File: src/rtl/div_pkg.sv
// Shared widths, state encoding and divide-by-zero constant for the
// sequential restoring divider.
package div_pkg;

  localparam int DW_DEF = 8;
  localparam int VW_DEF = 4;

  localparam logic [DW_DEF-1:0] DZ_QUOT = '1;

  typedef enum logic [1:0] {
    IDLE = 2'd0,
    CALC = 2'd1,
    DONE = 2'd2
  } state_t;

endpackage

File: src/rtl/div_step.sv
// One restoring-division iteration: shift in the next dividend bit,
// compare against the divisor and conditionally subtract.
module div_step #(
  parameter int VW = 4
) (
  input  logic [VW-1:0] pr_in,
  input  logic          dvd_bit,
  input  logic [VW-1:0] divisor,
  output logic [VW-1:0] pr_out,
  output logic          q_bit
);

  logic [VW:0]   t;
  logic [VW-1:0] diff;

  assign t     = {pr_in, dvd_bit};
  assign q_bit = (t >= {1'b0, divisor});
  // When t >= divisor the true difference is below divisor, so the
  // low VW bits of a VW-bit subtraction are already exact.
  assign diff   = t[VW-1:0] - divisor;
  assign pr_out = q_bit ? diff : t[VW-1:0];

endmodule

File: src/rtl/seq_div_8by4.sv
// Iterative 8-by-4 unsigned restoring divider, one quotient bit per clock,
// valid/ready handshake on operands and result.
module seq_div_8by4
  import div_pkg::*;
#(
  parameter int DW = DW_DEF,
  parameter int VW = VW_DEF
) (
  input  logic          clk,
  input  logic          rst,
  input  logic          in_valid,
  output logic          in_ready,
  input  logic [DW-1:0] dividend,
  input  logic [VW-1:0] divisor,
  output logic          out_valid,
  input  logic          out_ready,
  output logic [DW-1:0] quotient,
  output logic [VW-1:0] remainder,
  output logic          div_by_zero
);

  localparam int CW = (DW > 1) ? $clog2(DW) : 1;

  state_t        state_reg, state_next;
  logic [CW-1:0] cnt_reg;
  logic [DW-1:0] q_reg;
  logic [VW-1:0] pr_reg;
  logic [VW-1:0] divisor_reg;
  logic          dz_reg;

  logic [VW-1:0] step_pr;
  logic          step_q;
  logic          last_iter;

  div_step #(.VW(VW)) u_step (
    .pr_in   (pr_reg),
    .dvd_bit (q_reg[DW-1]),
    .divisor (divisor_reg),
    .pr_out  (step_pr),
    .q_bit   (step_q)
  );

  assign last_iter = (cnt_reg == CW'(DW - 1));

  always_comb begin
    state_next = state_reg;
    case (state_reg)
      IDLE: if (in_valid) state_next = CALC;
      // A zero divisor spends one cycle in CALC with its result already
      // loaded, giving it a one-cycle latency like a single iteration.
      CALC: if (dz_reg || last_iter) state_next = DONE;
      DONE: if (out_ready) state_next = IDLE;
      default: state_next = IDLE;
    endcase
  end

  always_ff @(posedge clk) begin
    if (rst) begin
      state_reg   <= IDLE;
      cnt_reg     <= '0;
      q_reg       <= '0;
      pr_reg      <= '0;
      divisor_reg <= '0;
      dz_reg      <= 1'b0;
    end else begin
      state_reg <= state_next;
      case (state_reg)
        IDLE: begin
          if (in_valid) begin
            divisor_reg <= divisor;
            cnt_reg     <= '0;
            if (divisor == '0) begin
              q_reg  <= DZ_QUOT;
              pr_reg <= dividend[VW-1:0];
              dz_reg <= 1'b1;
            end else begin
              q_reg  <= dividend;
              pr_reg <= '0;
              dz_reg <= 1'b0;
            end
          end
        end
        CALC: begin
          if (!dz_reg) begin
            q_reg   <= {q_reg[DW-2:0], step_q};
            pr_reg  <= step_pr;
            cnt_reg <= last_iter ? '0 : cnt_reg + CW'(1);
          end
        end
        default: ;
      endcase
    end
  end

  assign in_ready    = (state_reg == IDLE) && !rst;
  assign out_valid   = (state_reg == DONE);
  assign quotient    = q_reg;
  assign remainder   = pr_reg;
  assign div_by_zero = dz_reg;

endmodule
File: config.mk
export PLATFORM = sky130hd
export DESIGN_NAME = seq_div_8by4
export DESIGN_NICKNAME = d
export VERILOG_FILES = /design/src/rtl/div_pkg.sv /design/src/rtl/div_step.sv /design/src/rtl/seq_div_8by4.sv
export SDC_FILE = /design/constraint.sdc
export NUM_CORES = 1
export LEC_CHECK = 0
export BUFFER_PORTS_ARGS = -buffer_cell sky130_fd_sc_hd__buf_2
export CORE_MARGIN = 2
export CORE_UTILIZATION = 46
export DETAILED_ROUTE_END_ITERATION = 6
export PLACE_DENSITY_LB_ADDON = 0.12
export SKIP_CTS_REPAIR_TIMING = 1
export SYNTH_ARGS = -nofsm -noshare
export SYNTH_HDL_FRONTEND = slang
export SYNTH_SLANG_ARGS = --single-unit
File: constraint.sdc
create_clock -name clk -period 1.3 [get_ports clk]
set_input_delay 0.26 -clock clk [delete_from_list [all_inputs] [get_ports clk]]
set_output_delay 0.26 -clock clk [all_outputs]
set_load 0.02 [all_outputs]
======== Yosys cells after proc, flatten, opt, wreduce, memory -nomap -nowiden ========
Cells that the tools add are included.
storage, ports and cells
  register bits after elaboration ......... 22
cells by class
  add/sub/neg operators ................... 2
  magnitude comparators ................... 1
  equality and inequality tests ........... 7
  multiplexer cells ....................... 18
  reductions and logical operators ........ 9
operators by type and width
  cell                 number
  $mux 8               3
  $mux 4               4
  $pmux 8 s2           1
  $mux 3               3
  $pmux 4 s2           1
  $mux 2               3
  $ne 2x2->1 const B   3
  $pmux 2 s3           1
  $pmux 3 s2           1
  $reduce_and 3->1     2
  $ge 5x4->1           1
  $logic_not 4->1      1
  $sub 4x4->4          1
  $add 3x1->3 const B  1
  $eq 3x3->1 const B   1
  $eq 2x1->1 const B   1
  $eq 2x2->1 const B   1
  $logic_not 2->1      1
  $ne 2x1->1 const B   1
  $reduce_and 2->1     1
  $reduce_bool 2->1    1
  $logic_and 1x1->1    1
  $logic_not 1->1      1
  $logic_or 1x1->1     1
  $mux 1               1

======== Longest topological paths before layout ========
Gate-level depths: netlist (run 1).
  word-level depth ........................ 4
  mapped depth ............................ 6

======== By module ========
From an unflattened synthesis (run 1), not the netlist that was laid out.
second synthesis, totals
  cells, all modules ...................... 142
  area, all modules ....................... 1228.7 µm²
modules (own cells, without submodules)
  module        times used  cells each  area an instance (µm²)  sequential area each (µm²)
  seq_div_8by4  1           114         1004.7                  440.4
  div_step      1           28          224.0                   0.0

======== Worst setup path after synthesis (run 1) ========
OpenSTA, ideal clock, no wires.
  path type ............................... register -> register
  start point ............................. reg pr_reg[1] (netlist: remainder[1])
  end point ............................... reg pr_reg[1] (netlist: remainder[1])
  arrival time ............................ 1.474 ns
  data required time ...................... 1.209 ns
  slack ................................... -0.265 ns
  cell stages (with the launch flop) ...... 6
  path buffers ............................ 0
  period minus slack after synthesis ...... 1.565 ns
  cells stage by stage .................... dfxtp_1 -> ha_1 -> o21a_1 -> a21bo_2 -> nand4_1 -> a311oi_1
between the ends
  word-level cells in the longest chain between the ends .. 4
ends and longest elaborated chain
  what                      line                text
  start: declaration        seq_div_8by4.sv:27  logic [VW-1:0] pr_reg;
  start signal: assignment  seq_div_8by4.sv:74  pr_reg <= dividend[VW-1:0];
  start signal: assignment  seq_div_8by4.sv:86  pr_reg <= step_pr;
  $ge 5x4->1                div_step.sv:17      assign q_bit = (t >= {1'b0, divisor});
  $mux 4                    div_step.sv:21      assign pr_out = q_bit ? diff : t[VW-1:0];
  $mux 4                    seq_div_8by4.sv:84  if (!dz_reg) begin
  $pmux 4 s2                seq_div_8by4.sv:67  case (state_reg)
Every way passes these cells. The select of a mux whose other input is x is not followed.
A chain may end at the register's enable or synchronous reset.

======== Worst setup path after layout (run 1) ========
  start point ............................. reg q_reg[7] (netlist: quotient[7])
  end point ............................... reg pr_reg[1] (netlist: remainder[1])
between the ends
  word-level cells in the longest chain between the ends .. 4
  elaborated cells on any way between the ends .. 5
  those cells by class .................... add/sub: 1; order compare: 1; mux: 3
ends and longest elaborated chain
  what                                              line                            text
  start: declaration                                seq_div_8by4.sv:26              logic [DW-1:0] q_reg;
  start signal: assignment                          seq_div_8by4.sv:77              q_reg <= dividend;
  start signal: assignment                          seq_div_8by4.sv:85              q_reg <= {q_reg[DW-2:0], step_q};
  $sub 4x4->4 / $ge 5x4->1 (equally long branches)  div_step.sv:20, div_step.sv:17
  $mux 4 (*)                                        div_step.sv:21
  $mux 4 (*)                                        seq_div_8by4.sv:84
  $pmux 4 s2 (*)                                    seq_div_8by4.sv:67
Every way passes the cells marked *; elsewhere a longest branch is shown, timed or not. The select of a mux whose other input is x is not followed.

==> impl_metrics.env, run 1 <==
export IMPL_grt_antenna_before_repair=0
export IMPL_maxCapViolCount=0
export IMPL_port_buffers=30
export IMPL_crit_path_start_kind="flop"
export IMPL_track_usage_pct=20.6
export IMPL_placeableCoreArea_mm2=0.00248
export IMPL_ioPinCount=31
export IMPL_switching_share_pct=34.9
export IMPL_worst_pin_slew_ps=356
export IMPL_p_seq_share_pct=39.1
export IMPL_critPathArrivalTime_ps=1830
export IMPL_slew_violations=0
export IMPL_routedWlPerCell_um=16.1
export IMPL_h_tree_depth=1
export IMPL_layout_commonest_cell="buf_2"
export IMPL_syn_instance_count=146
export IMPL_grt_pass1_vias=1174
export IMPL_clk_pin_slew_ps=130
export IMPL_area_growth_pct=57.9
export IMPL_cpPeakStageDelay_ps=430
export IMPL_root_buffer="clkbuf_4"
export IMPL_cts_inserted_buffers=3
export IMPL_cp_end_kind="flop"
export IMPL_final_cell_mix="buf_2, buf_4, nor2_1"
export IMPL_p_sw_uw=699
export IMPL_gp_congestion=0.861
export IMPL_grt_setup_unrepaired="true"
export IMPL_reg2reg_setup_slack_ps=-320
export IMPL_die_w_um=55.3
export IMPL_die_area_mm2=0.00305
export IMPL_crit_end="remainder[1]"
export IMPL_min_path_type="in2reg"
export IMPL_crit_path_top_delay_cell="fa_2"
export IMPL_clkPwrFrac_pct=19.3
export IMPL_grt_pass1_wl_um=5130
export IMPL_cp_cell_sequence="inv_2 -> ha_4 -> fa_2 -> nor2_1 -> o21ai_1 -> a311oi_1"
export IMPL_diodes=0
export IMPL_cts_tree="done"
export IMPL_skew_ps=3.71
export IMPL_hold_slack_ps=179
export IMPL_routed_wl_um=3770
export IMPL_synth_edff_count=0
export IMPL_stdcell_area_mm2=0.00191
export IMPL_reg2reg_to="remainder[1]"
export IMPL_largest_reg_flops=8
export IMPL_syn_cell_area_mm2=0.00121
export IMPL_cp_startpoint="quotient[7]"
export IMPL_hold_viol_final=0
export IMPL_ant_nets=0
export IMPL_internal_power_uw=1300
export IMPL_dr_pass1_iters=4
export IMPL_setup_ws_ps=-320
export IMPL_setup_viol=15
export IMPL_cp_required_ps=1510
export IMPL_clock_latency_ps=310
export IMPL_power_density_mw_per_mm2=1050
export IMPL_status="complete, but fails checks"
export IMPL_initial_utilization_pct=48.8
export IMPL_yosysSeqAreaShare_pct=36.4
export IMPL_drive_gt1_share_pct=57.1
export IMPL_period_needed_ps=1620
export IMPL_p_comb_share_pct=41.6
export IMPL_drt_iter0_drc=51
export IMPL_fmax_mhz=617
export IMPL_route_detailed_drc=0
export IMPL_async_flop_share_pct=0
export IMPL_via_per_inst=5.73
export IMPL_crit_type="reg2reg"
export IMPL_n_fill_cell=184
export IMPL_overflow=0
export IMPL_cts_path_max_buffers=2
export IMPL_dp_slack_ps=-268
export IMPL_yosysUniqueCellTypes=38
export IMPL_die_h_um=55.3
export IMPL_ys_warn_count=0
export IMPL_period_share_pct=125
export IMPL_p_leak_uw=0.000815
export IMPL_hpwl_um=2460
export IMPL_post_dp_cell_area_mm2=0.00160
export IMPL_ys_flop_type="dfxtp_1"
export IMPL_vias=1347
export IMPL_synth_avg_cell_area_um2=8.28
export IMPL_final_util_pct=77.0
export IMPL_nets=229
export IMPL_rows=18
export IMPL_worstRegToRegCells=6
export IMPL_ir_drop_mv=0.910
export IMPL_slew_headroom_pct=76.2
export IMPL_syn_nets=169
export IMPL_clock_sinks=22
export IMPL_synth_seq_cells=22
export IMPL_grt_start_max_net_pins=13
export IMPL_crit_fanout=2
export IMPL_r2r_start="quotient[7]"
export IMPL_violations="negative setup slack"
==> logic make-up (layout without fill, tap and decap cells) <==
logic type	Yosys count	count (layout)	share of synthesized area, %
flops	22	22	36.4
buf+inv	15	74	6.00
compound gates	47	47	25.4
mux	3	3	2.48
fa+ha+maj	7	7	7.87
xor+xnor	1	1	0.725
simple gates	51	51	21.1
==> power groups by stage <==
stage	Clock (uW)	Combinational [uW]	Sequential, uW
3_3_place_gp	0	612	788
6_report	387	833	783
4_1_cts	385	631	776
3_5_place_dp	0	627	791
2_1_floorplan	0	347	839
5_1_grt	419	890	791
==> worst min path at each step <==
stage,startpoint,end,slack (ps),cells past startpoint
after CTS,divisor[1],divisor_reg[1],180,3
after global placement,quotient[2],quotient[2],460,2
after floorplan,rst,remainder[0],320,1
final,divisor[1],divisor_reg[1],180,3
after global routing,divisor[1],divisor_reg[1],180,3
after detailed placement,quotient[1],quotient[1],460,2
==> layout make-up <==
cell class	count	area, um^2	area share, %
clock buffers	4	36.3	1.90
inverters	6	22.5	1.18
multi-input cells	109	902	47.3
flip-flops and latches	22	460	24.1
well taps	30	37.5	1.97
repair buffers	64	449	23.5
==> layer usage <==
| metal | vias up | GRT usage, % | share of wire, % |
|---|---|---|---|
| li1 | 646 | - | - |
| met1 | 643 | 28.0 | 44 |
| met2 | 43 | 33.2 | 49 |
| met3 | 15 | 3.75 | 4.7 |
| met4 | 0 | 6.27 | 2.1 |
| met5 | - | 0 | 0 |
==> per-stage QoR <==
| stage | std cells | power, uW | TNS, ps |
|---|---|---|---|
| after global placement | 223 | 1400 | -2310 |
| after detailed placement | 223 | 1420 | -2700 |
| after CTS | 227 | 1790 | -2690 |
| after floorplan | 146 | 1190 | -307 |
| final | 235 | 2000 | -2220 |
| after global routing | 235 | 2100 | -3070 |
==> cells in the mapped netlist (2+ instances only) <==
cell type	count	area share, %
clkbuf_1	3	0.93
a21oi_1	15	6.2
a311oi_1	4	2.9
inv_1	6	1.9
a22oi_1	2	1.2
nand2b_1	4	2.1
nand2_1	12	3.7
a211oi_1	4	2.5
o211ai_1	2	1.2
buf_2	4	1.7
o221ai_1	3	2.2
mux2i_1	3	2.5
o21ai_0	9	3.7
dfxtp_1	22	36
nor2b_1	2	1.0
nor2_1	20	6.2
nor3_1	2	0.83
ha_1	6	6.2
nand4_1	4	2.1
==> critical path: cells and delay by family (launching register included) <==
family / cells / cell delay, ps
simple gates: 1 / 120
fa+ha+maj: 2 / 570
compound gates: 2 / 400
flops: 1 / 350
buf+inv: 1 / 80
No activity file was read; power rests on OpenSTA's default activity.
==> run 2: changes to the inputs <==
Settings changed: MAX_ROUTING_LAYER set to met4.
==> run 2 against run 1 <==
Compared with the run above: the flow still finishes with violations (negative setup slack); register-to-register slack barely moved; via count increased by 0.89%; setup slack barely moved; combinational power is essentially flat; die area stayed put; sequential share of layout area is the same; wire length is 0.32% lower; total power is essentially flat; clock skew increased by 0.84 ps; largest cell class unchanged.
==> impl_metrics.env, run 2 (synthesized netlist as in run 1, its figures left out) <==
export IMPL_final_util_pct=77.0
export IMPL_regArea_um2=460
export IMPL_ir_drop_mv=0.914
export IMPL_overflow=0
export IMPL_slew_headroom_pct=76.2
export IMPL_via_per_inst=5.78
export IMPL_h_tree_depth=1
export IMPL_clock_latency_ps=310
export IMPL_die_h_um=55.3
export IMPL_cp_end_kind="flop"
export IMPL_grt_antenna_before_repair=0
export IMPL_power_total_uw=2000
export IMPL_setup_ws_ps=-320
export IMPL_maxCapViolCount=0
export IMPL_ant_nets=0
export IMPL_fmax_mhz=617
export IMPL_skew_ps=4.55
export IMPL_cts_tree="done"
export IMPL_die_w_um=55.3
export IMPL_initial_utilization_pct=48.8
export IMPL_grt_pass1_wl_um=5130
export IMPL_grt_pass1_vias=1176
export IMPL_stdcell_area_mm2=0.00191
export IMPL_post_dp_cell_area_mm2=0.00160
export IMPL_setup_viol=15
export IMPL_vias=1359
export IMPL_min_path_type="in2reg"
export IMPL_p_leak_uw=0.000815
export IMPL_dpl_cell_count=223
export IMPL_period_needed_ps=1620
export IMPL_drt_iter0_drc=48
export IMPL_layout_commonest_cell="buf_2"
export IMPL_area_growth_pct=57.9
export IMPL_crit_path_start_kind="flop"
export IMPL_routed_wl_um=3760
export IMPL_layout_cells_non_filler=235
export IMPL_port_buffers=30
export IMPL_clk_pin_slew_ps=130
export IMPL_dr_pass1_iters=4
export IMPL_root_buffer="clkbuf_4"
export IMPL_drive_gt1_share_pct=57.1
export IMPL_rows=18
export IMPL_grt_start_max_net_pins=13
export IMPL_slew_violations=0
export IMPL_violations="negative setup slack"
export IMPL_multi_input_area_um2=902
export IMPL_routedWlPerCell_um=16.0
export IMPL_hpwl_um=2460
export IMPL_track_usage_pct=21.2
export IMPL_clock_sinks=22
export IMPL_grt_setup_unrepaired="true"
export IMPL_critPathArrivalTime_ps=1830
export IMPL_final_cell_mix="buf_2, buf_4, nor2_1"
export IMPL_status="complete, but fails checks"
export IMPL_die_area_mm2=0.00305
export IMPL_worst_pin_slew_ps=356
export IMPL_period_share_pct=125
export IMPL_crit_fanout=2
export IMPL_n_fill_cell=184
export IMPL_diodes=0
export IMPL_ioPinCount=31
export IMPL_nets=229
export IMPL_cp_required_ps=1510
export IMPL_route_detailed_drc=0
export IMPL_hold_viol_final=0
export IMPL_gp_congestion=0.875
export IMPL_crit_type="reg2reg"
export IMPL_power_density_mw_per_mm2=1050
export IMPL_cts_path_max_buffers=2
export IMPL_largest_reg_flops=8
export IMPL_cts_inserted_buffers=3
export IMPL_fin_setup_tns_ps=-2240
export IMPL_placeableCoreArea_mm2=0.00248
run 2: layout make-up:
cell class                      count  share of cell area, %
Sequential cell                    22                   24.1
Timing Repair Buffer               64                   23.5
Multi-Input combinational cell    109                   47.3
Clock buffer                        4                   1.90
Tap cell                           30                   1.97
Inverter                            6                   1.18
run 2: metal layers:
metal	routed length, um	GRT usage (%)	vias to the layer above
met2	1860	33.2	43
met1	1670	28.0	655
met5	0	-	-
li1	-	-	648
met3	171	3.75	13
met4	68	6.27	0
run 2: worst max-delay path, cell delays in order (launching register included):
cell and delay (ps):
dfxtp_2 350, inv_2 80, ha_4 140, fa_2 430, nor2_1 120, o21ai_1 110, a311oi_1 290
run 2: per-stage QoR:
step           setup WS [ps]  hold slack, ps
6_report                -320             178
5_1_grt                 -410             179
4_1_cts                 -248             180
3_5_place_dp            -268             460
3_3_place_gp            -220             455
2_1_floorplan          -90.8             322
run 2: path summary, 6_finish.rpt:
kind	slack, ps	endpoint	from	depth (start not counted)
worst max-delay path	-320	remainder[1]	quotient[7]	6
worst min-delay path	180	divisor_reg[1]	divisor[1]	3
worst max register to register	-320	remainder[1]	quotient[7]	6
worst min register to register	490	quotient[3]	quotient[3]	2
run 2: report_power, final:
| part | switching (uW) | total [uW] | internal, uW |
|---|---|---|---|
| Sequential | 49.2 | 784 | 735 |
| Clock | 218 | 389 | 171 |
| Combinational | 434 | 832 | 398 |
